$ cat config.mk
export PLATFORM = sky130hd
export DESIGN_NAME = regfile_mp
export DESIGN_NICKNAME = d
export VERILOG_FILES = /design/src/rtl/regfile_pkg.sv /design/src/rtl/regfile_clear_ctl.sv /design/src/rtl/regfile_mp.sv
export SDC_FILE = /design/constraint.sdc
export NUM_CORES = 2
export LEC_CHECK = 0
export CAP_MARGIN = 15
export CELL_PAD_IN_SITES_DETAIL_PLACEMENT = 1
export CELL_PAD_IN_SITES_GLOBAL_PLACEMENT = 1
export CORE_MARGIN = 2
export CORE_UTILIZATION = 40
export CTS_CLUSTER_DIAMETER = 40
export CTS_CLUSTER_SIZE = 20
export DETAILED_ROUTE_END_ITERATION = 10
export DONT_BUFFER_PORTS = 1
export GPL_ROUTABILITY_DRIVEN = 0
export PLACE_DENSITY = 0.63
export SYNTH_ARGS = -nofsm -noshare
export SYNTH_HDL_FRONTEND = slang
export SYNTH_SLANG_ARGS = --single-unit
$ cat constraint.sdc
create_clock -name clk -period 21.9 [get_ports clk]
set_clock_uncertainty 0.05 [all_clocks]
set_input_delay 4.38 -clock clk [delete_from_list [all_inputs] [get_ports clk]]
set_output_delay 4.38 -clock clk [all_outputs]
set_load 0.05 [all_outputs]
$ cat src/rtl/regfile_pkg.sv
// Shared types and constants for the multi-port register file.
package regfile_pkg;

    localparam int DEF_XLEN  = 64;
    localparam int DEF_NREGS = 32;

    typedef enum logic [0:0] {
        CLEAR = 1'b0,
        READY = 1'b1
    } rf_state_e;

    // Low bit index of lane k in a bus flattened from w-bit lanes.
    function automatic int lane_lo(input int k, input int w);
        return k * w;
    endfunction

endpackage

$ cat src/rtl/regfile_clear_ctl.sv
// Post-reset clear sequencer: walks entries 1..NREGS-1 writing zero, then
// hands the array over to normal operation until the next reset.
module regfile_clear_ctl
    import regfile_pkg::*;
#(
    parameter int NREGS = DEF_NREGS,
    parameter int AW    = $clog2(NREGS)
) (
    input  logic          clk,
    input  logic          rst_n,
    output logic          clr_we_o,
    output logic [AW-1:0] clr_addr_o,
    output logic          ready_o,
    output logic          init_busy_o
);

    rf_state_e     state_q, state_d;
    logic [AW-1:0] cnt_q, cnt_d;

    // NOTE: every variable written here gets a default first, so no latch is inferred.
    always_comb begin
        state_d = state_q;
        cnt_d   = cnt_q;
        if (state_q == CLEAR) begin
            if (cnt_q == AW'(NREGS - 1)) begin
                state_d = READY;
            end else begin
                cnt_d = cnt_q + AW'(1);
            end
        end
    end

    // NOTE: state registers use non-blocking assignments so every flop samples pre-edge values.
    always_ff @(posedge clk) begin
        if (!rst_n) begin
            state_q <= CLEAR;
            cnt_q   <= AW'(1);
        end else begin
            state_q <= state_d;
            cnt_q   <= cnt_d;
        end
    end

    // Reset is folded in combinationally so outputs are quiet for the whole reset window.
    assign clr_we_o    = rst_n && (state_q == CLEAR);
    assign clr_addr_o  = cnt_q;
    assign ready_o     = rst_n && (state_q == READY);
    assign init_busy_o = !rst_n || (state_q == CLEAR);

endmodule

$ cat src/rtl/regfile_mp.sv
// Multi-port integer register file: two write ports, NUM_RD combinational
// read ports, x0 hardwired to zero. Build macro REGFILE_BYPASS_EN adds
// same-cycle write-to-read forwarding.
module regfile_mp
    import regfile_pkg::*;
#(
    parameter  int XLEN   = DEF_XLEN,
    parameter  int NREGS  = DEF_NREGS,
    parameter  int NUM_RD = 2,
    localparam int AW     = $clog2(NREGS)
) (
    input  logic                   clk,
    input  logic                   rst_n,
    input  logic                   we0,
    input  logic [AW-1:0]          waddr0,
    input  logic [XLEN-1:0]        wdata0,
    input  logic                   we1,
    input  logic [AW-1:0]          waddr1,
    input  logic [XLEN-1:0]        wdata1,
    input  logic [NUM_RD*AW-1:0]   raddr,
    output logic [NUM_RD*XLEN-1:0] rdata,
    output logic                   init_busy
);

    logic            clr_we;
    logic [AW-1:0]   clr_addr;
    logic            ready;
    logic [XLEN-1:0] mem_q [NREGS];

    regfile_clear_ctl #(
        .NREGS (NREGS),
        .AW    (AW)
    ) u_clear_ctl (
        .clk         (clk),
        .rst_n       (rst_n),
        .clr_we_o    (clr_we),
        .clr_addr_o  (clr_addr),
        .ready_o     (ready),
        .init_busy_o (init_busy)
    );

    // NOTE: the array has no reset branch; the clear engine zeroes it so it can map to plain storage.
    always_ff @(posedge clk) begin
        if (clr_we) begin
            mem_q[clr_addr] <= '0;
        end else if (ready) begin
            if (we0 && waddr0 != '0) mem_q[waddr0] <= wdata0;
            // Port 1 is the younger instruction: its later assignment wins on a clash.
            if (we1 && waddr1 != '0) mem_q[waddr1] <= wdata1;
        end
    end

    for (genvar k = 0; k < NUM_RD; k++) begin : g_rd
        logic [AW-1:0]   ra;
        logic [XLEN-1:0] rd;

        assign ra = raddr[lane_lo(k, AW) +: AW];

        always_comb begin
            rd = '0;
            if (ready && ra != '0) begin
                rd = mem_q[ra];
`ifdef REGFILE_BYPASS_EN
                if (we0 && waddr0 == ra) rd = wdata0;
                if (we1 && waddr1 == ra) rd = wdata1;
`endif
            end
        end

        assign rdata[lane_lo(k, XLEN) +: XLEN] = rd;
    end

endmodule

**Yosys cells after proc, flatten, opt, wreduce, memory -nomap -nowiden**

Memory sizes are Yosys's and may differ from the RTL's.
Index checks and enable logic that the tools add are counted.

- Add/sub/neg operators: 1
- Equal/unequal tests: 1
- Multiplexer cells: 17
- Bitwise logic cells: 2
- Reductions and logical operators: 14

Operators by type and width:

| operator | number |
|---|---|
| $mux 64 | 3 |
| $reduce_or 64->1 | 1 |
| $reduce_bool 5->1 | 4 |
| $mux 1 | 13 |
| $logic_and 1x1->1 | 6 |
| $add 5x1->5 const B | 1 |
| $eq 5x5->1 const B | 1 |
| $mux 5 | 1 |
| $not 1->1 | 2 |
| $reduce_and 2->1 | 1 |
| $logic_not 1->1 | 1 |
| $logic_or 1x1->1 | 1 |

- Register bits: 6
- RAM bits: 2048
- Input bits: 152
- Output and inout port bits: 129
- Logic and storage cells: 38
- Memories: 1

Memories:

| name | words | width | read ports | clocked after Yosys merged registers in | wr ports | line | source |
|---|---|---|---|---|---|---|---|
| mem_q | 32 | 64 | 2 | 0 | 2 | regfile_mp.sv:28 | `logic [XLEN-1:0] mem_q [NREGS];` |

**Depth between registers and ports, before layout**

- Depth in word-level cells: 8
- Depth in mapped cells: 8
- Gate-level depth less buffers: 7

**Modules after synthesis**

Synthesis repeated with hierarchy kept, for this count alone.

- Cell total of the unflattened synthesis: 8573
- Area, all modules: 117022.2 µm²

By module, submodules not included:

| module | instances | cells an instance | area an instance (µm²) | seq. area each (µm²) |
|---|---|---|---|---|
| regfile_mp | 1 | 8544 | 116738.2 | 61499.0 |
| regfile_clear_ctl | 1 | 29 | 284.0 | 120.1 |

**Worst setup path before layout**

OpenSTA, ideal clock, no wires.

- Kind: in2out
- Start: input port raddr[5]
- End: output port rdata[116]
- Arrival time: 6432 ps
- Data required time: 17470 ps
- Setup slack: 11038 ps
- Stages on the path: 6
- Buffers on the path: 3
- Path through: buf_2 > buf_2 > buf_1 > mux4_2 > a22oi_1 > nand4_1

- Longest elaborated chain between the ends: 3
- Elaborated cells between the ends (all ways): 4
- Those cells by class: mux (1); reduce/logical (2); memory (1)

RTL lines:

| what | line | source |
|---|---|---|
| start, declared | regfile_mp.sv:20 | `input logic [NUM_RD*AW-1:0] raddr,` |
| branches (longest 2 deep; another with $mem_v2 32x64) | -- |  |
| $mux 64 * | regfile_mp.sv:61 | `if (ready && ra != '0) begin` |
| end, declared | regfile_mp.sv:21 | `output logic [NUM_RD*XLEN-1:0] rdata,` |

Every way passes the cells marked *.

**Worst setup path after layout**

- Start: input port raddr[5]
- End: output port rdata[114]

Same word-level chain as after synthesis.

==> run_results.csv <==
group,metric,value,unit
outcome,outcome,"complete, but fails checks",
outcome,violations,"slew limit",
detailed_routing,drt-pass1-iter-count,6,
clocking,clock-sinks,2054,
critical_path,crit_top_cell,"buf_4",
synthesis,synth.net_count,10136,
synthesis,yosys.area_share.simple,8.31,%
timing,period_share,59.7,%
run,drv_cap,0,
clocking,cts.clk_slew.worst_paths,50,ps
synthesis,synthArstFlopShare,0,%
critical_path,worstPathRequired,17470,ps
critical_path,slowest_stage,"buf_4",
timing,period_minus_slack,13070,ps
synthesis,syn_area,0.115,mm^2
die,die_w,541,um
timing,rsz0062_at_grt,"false",
die,num_rows,197,
cells_and_area,drive_gt1_share,17.2,%
critical_path,critical_path.endpoint_type,"output port",
grt,antenna_found_initial,22,
power_and_ir_drop,p_per_area,85.9,mW/mm^2
grt,grt_max_degree,770,
critical_path,critPathMaxFanout,261,
min_path,hp-start,"u_clear_ctl.clr_addr_o[4]",
die,die_area,0.293,mm^2
critical_path,r2r-start,"u_clear_ctl.state_q",
detailed_routing,viasPerCell,6.76,
timing,slew_headroom,-14.4,%
critical_path,critPathLaunchType,"input pin",
synthesis,synth_xor_area_share,0.0228,%
synthesis,synthMuxAreaShare,21.4,%
cells_and_area,area_growth,14.8,%
detailed_routing,vias,91486,
synthesis,ys_ff_latch,2054,
clocking,ctsResizeCount,0,
die,io_pins,281,
min_path,hold_path.class,"register to register",
clocking,clk_latency,960,ps
power_and_ir_drop,ir_worst_vdd,79.8,uV
grt,grt_pass1_wl,717,mm
synthesis,synth_top_family_by_area,"multiplexers",
critical_path,cp-startpoint,"raddr[5]",
synthesis,synth-seq-area-share,53.4,%
power_and_ir_drop,p_leak,43.0,nW
timing,hold_viol_final,0,
detailed_routing,drt-initial-drc-count,12066,
cells_and_area,final_nets,9551,
clocking,cts-root-buf,"clkbuf_16",
synthesis,synth_area_per_cell,11.6,um^2
detailed_routing,drc_errors,0,
critical_path,worstPathCellList,"and2_4 > buf_4 > buf_4 > a22oi_1 > nand3_1 > nand4_1",
clocking,cts_setup_buffers,0,
synthesis,synth_cell_types,47,
timing,clock.fmax,76.5,MHz
clocking,cts_buffer_depth,4,
grt,grt-ovfl-total,0,
place,hpwl,260,mm
timing,setup_tns,0,ps
die,coreArea,0.288,mm^2
clocking,cts-hold-fix-buffers,0,
critical_path,arrival,8640,ps
detailed_routing,drtAntennaViolNets,0,
clocking,htreeDepth,5,
die,initial_core_util,40.1,%
place,io_buffer_count,0,
clocking,cts_tree,"done",
synthesis,syn_inst,9982,
critical_path,worstSetupPathType,"input pin to output port",
detailed_routing,wl,513,mm
clocking,cts_made_buffers,409,
timing,setup_violations,0,
synthesis,yosys.area_share.adder,0.0217,%
synthesis,synth-edff-count,2048,
critical_path,path_buf_inv,2,
critical_path,crit_family,"simple AND/OR/NAND/NOR gates",
detailed_routing,wl_per_cell,37.9,um
timing,tightestPinTransition,1720,ps
grt,gr-usage-all-layers,34.3,%
timing,maxSlewViolCount,171,
grt,grt_pass1_vias,93211,
cells_and_area,utilization,46.1,%
synthesis,yosys_warnings,0,
synthesis,synth_compound_area_share,12.7,%
die,die_y,541,um
critical_path,max_stage_delay,900,ps
synthesis,yosys_most_used_dff,"edfxtp_1",
## layout make-up
class / instances / area (um^2)
Inverter: 68 / 255
Multi-Input combinational cell: 6691 / 49700
Antenna cell: 13 / 32.5
Timing Repair Buffer: 173 / 1820
Clock inverter: 310 / 3900
Clock buffer: 449 / 10500
Tap cell: 3781 / 4730
Sequential cell: 2054 / 61600
Fill cell: 29375 / 155000
## worst paths after layout
path / endpoint / cells past startpoint / slack (ps)
worst max-delay path: rdata[114] / 6 / 8830
worst min-delay path: u_clear_ctl.clr_addr_o[4] / 2 / 520
worst max register to register: mem_q[18][23] / 6 / 16230
worst min register to register: u_clear_ctl.clr_addr_o[4] / 2 / 520
## through the flow
step	hold slack (ps)	power, mW	area (um^2)	instances	worst slack, ps
after floorplan	462	4.75	115000	9982	11040
after global placement	504	4.74	118000	12757	9110
after detailed placement	527	4.74	118000	12757	9160
after CTS	533	11.3	132000	13516	9120
after global routing	557	11.6	133000	13532	8920
final	519	11.4	133000	13539	8830
## cell families (layout without fill, tap and decap cells)
group / after synthesis / count (layout)
AO/OA/AOI/OAI: 2547 / 2547
XOR/XNOR: 3 / 3
adder cells (fa/ha/maj): 2 / 2
buffers and inverters: 1237 / 1000
flip-flops: 2054 / 2054
multiplexers: 1792 / 1792
other: 0 / 13
AND/OR/NAND/NOR: 2347 / 2347
## where the power goes
part	switching (mW)	internal, mW	leakage, nW
clock network	2.33	4.30	6.87
registers	0.0199	4.31	16.6
logic	0.246	0.173	19.5
total	2.60	8.79	43.0
## state kept, by name (all words and copies together) (netlist names)
name,cells
mem_q,2048
u_clear_ctl.clr_addr_o,5
u_clear_ctl.state_q,1
## worst min-delay path: stages, from the launching register on
cell	delay, ps
dfxtp_1	350
o21ai_0	90
a21boi_0	80
## synth_stat cells, drive strengths merged (15+ instances only)
cell    instances  area share [%]
mux4          512              10
clkbuf        896             2.9
nand2        1932             6.3
a221oi         63            0.48
o21bai         27            0.18
nor2           15           0.049
edfxtp       2048              53
mux2i        1024             8.9
nand3         195            0.85
nand4         133            0.72
nor3           25            0.11
a22oi         640             4.2
buf           273             1.1
o21ai        1734             7.5
inv            68            0.22
a21oi          70            0.30
mux2          256             2.5
## cell usage in the layout (no fill, tap or decap), types with 36 or more instances in the layout
| master | synthesis | routed |
|---|---|---|
| mux4_2 | 512 | 512 |
| o21ai_1 | 38 | 38 |
| clkbuf_16 | 0 | 415 |
| o21ai_0 | 1696 | 1692 |
| a22oi_1 | 640 | 640 |
| inv_1 | 68 | 68 |
| nand2_1 | 1932 | 1930 |
| a21oi_1 | 70 | 67 |
| clkinvlp_4 | 0 | 57 |
| nand3_1 | 195 | 195 |
| mux2_2 | 224 | 224 |
| clkinv_2 | 0 | 54 |
| clkinv_1 | 0 | 49 |
| bufinv_16 | 0 | 69 |
| mux2i_1 | 1024 | 1024 |
| a221oi_1 | 63 | 63 |
| edfxtp_1 | 2048 | 2048 |
| clkinv_4 | 0 | 36 |
| buf_4 | 1 | 137 |
| nand4_1 | 133 | 133 |
## per-layer routing
layer | global-route usage (%) | wire [um] | share of wire [%] | vias to the layer above
met5 | 0 | 62 | 0.012 | -
met4 | 19.6 | 32200 | 6.3 | 10
met3 | 7.56 | 51600 | 10 | 1542
met2 | 55.5 | 240000 | 47 | 5565
met1 | 42.3 | 189000 | 37 | 47472
li1 | - | - | - | 36897
(Power assumes the default switching activity.)
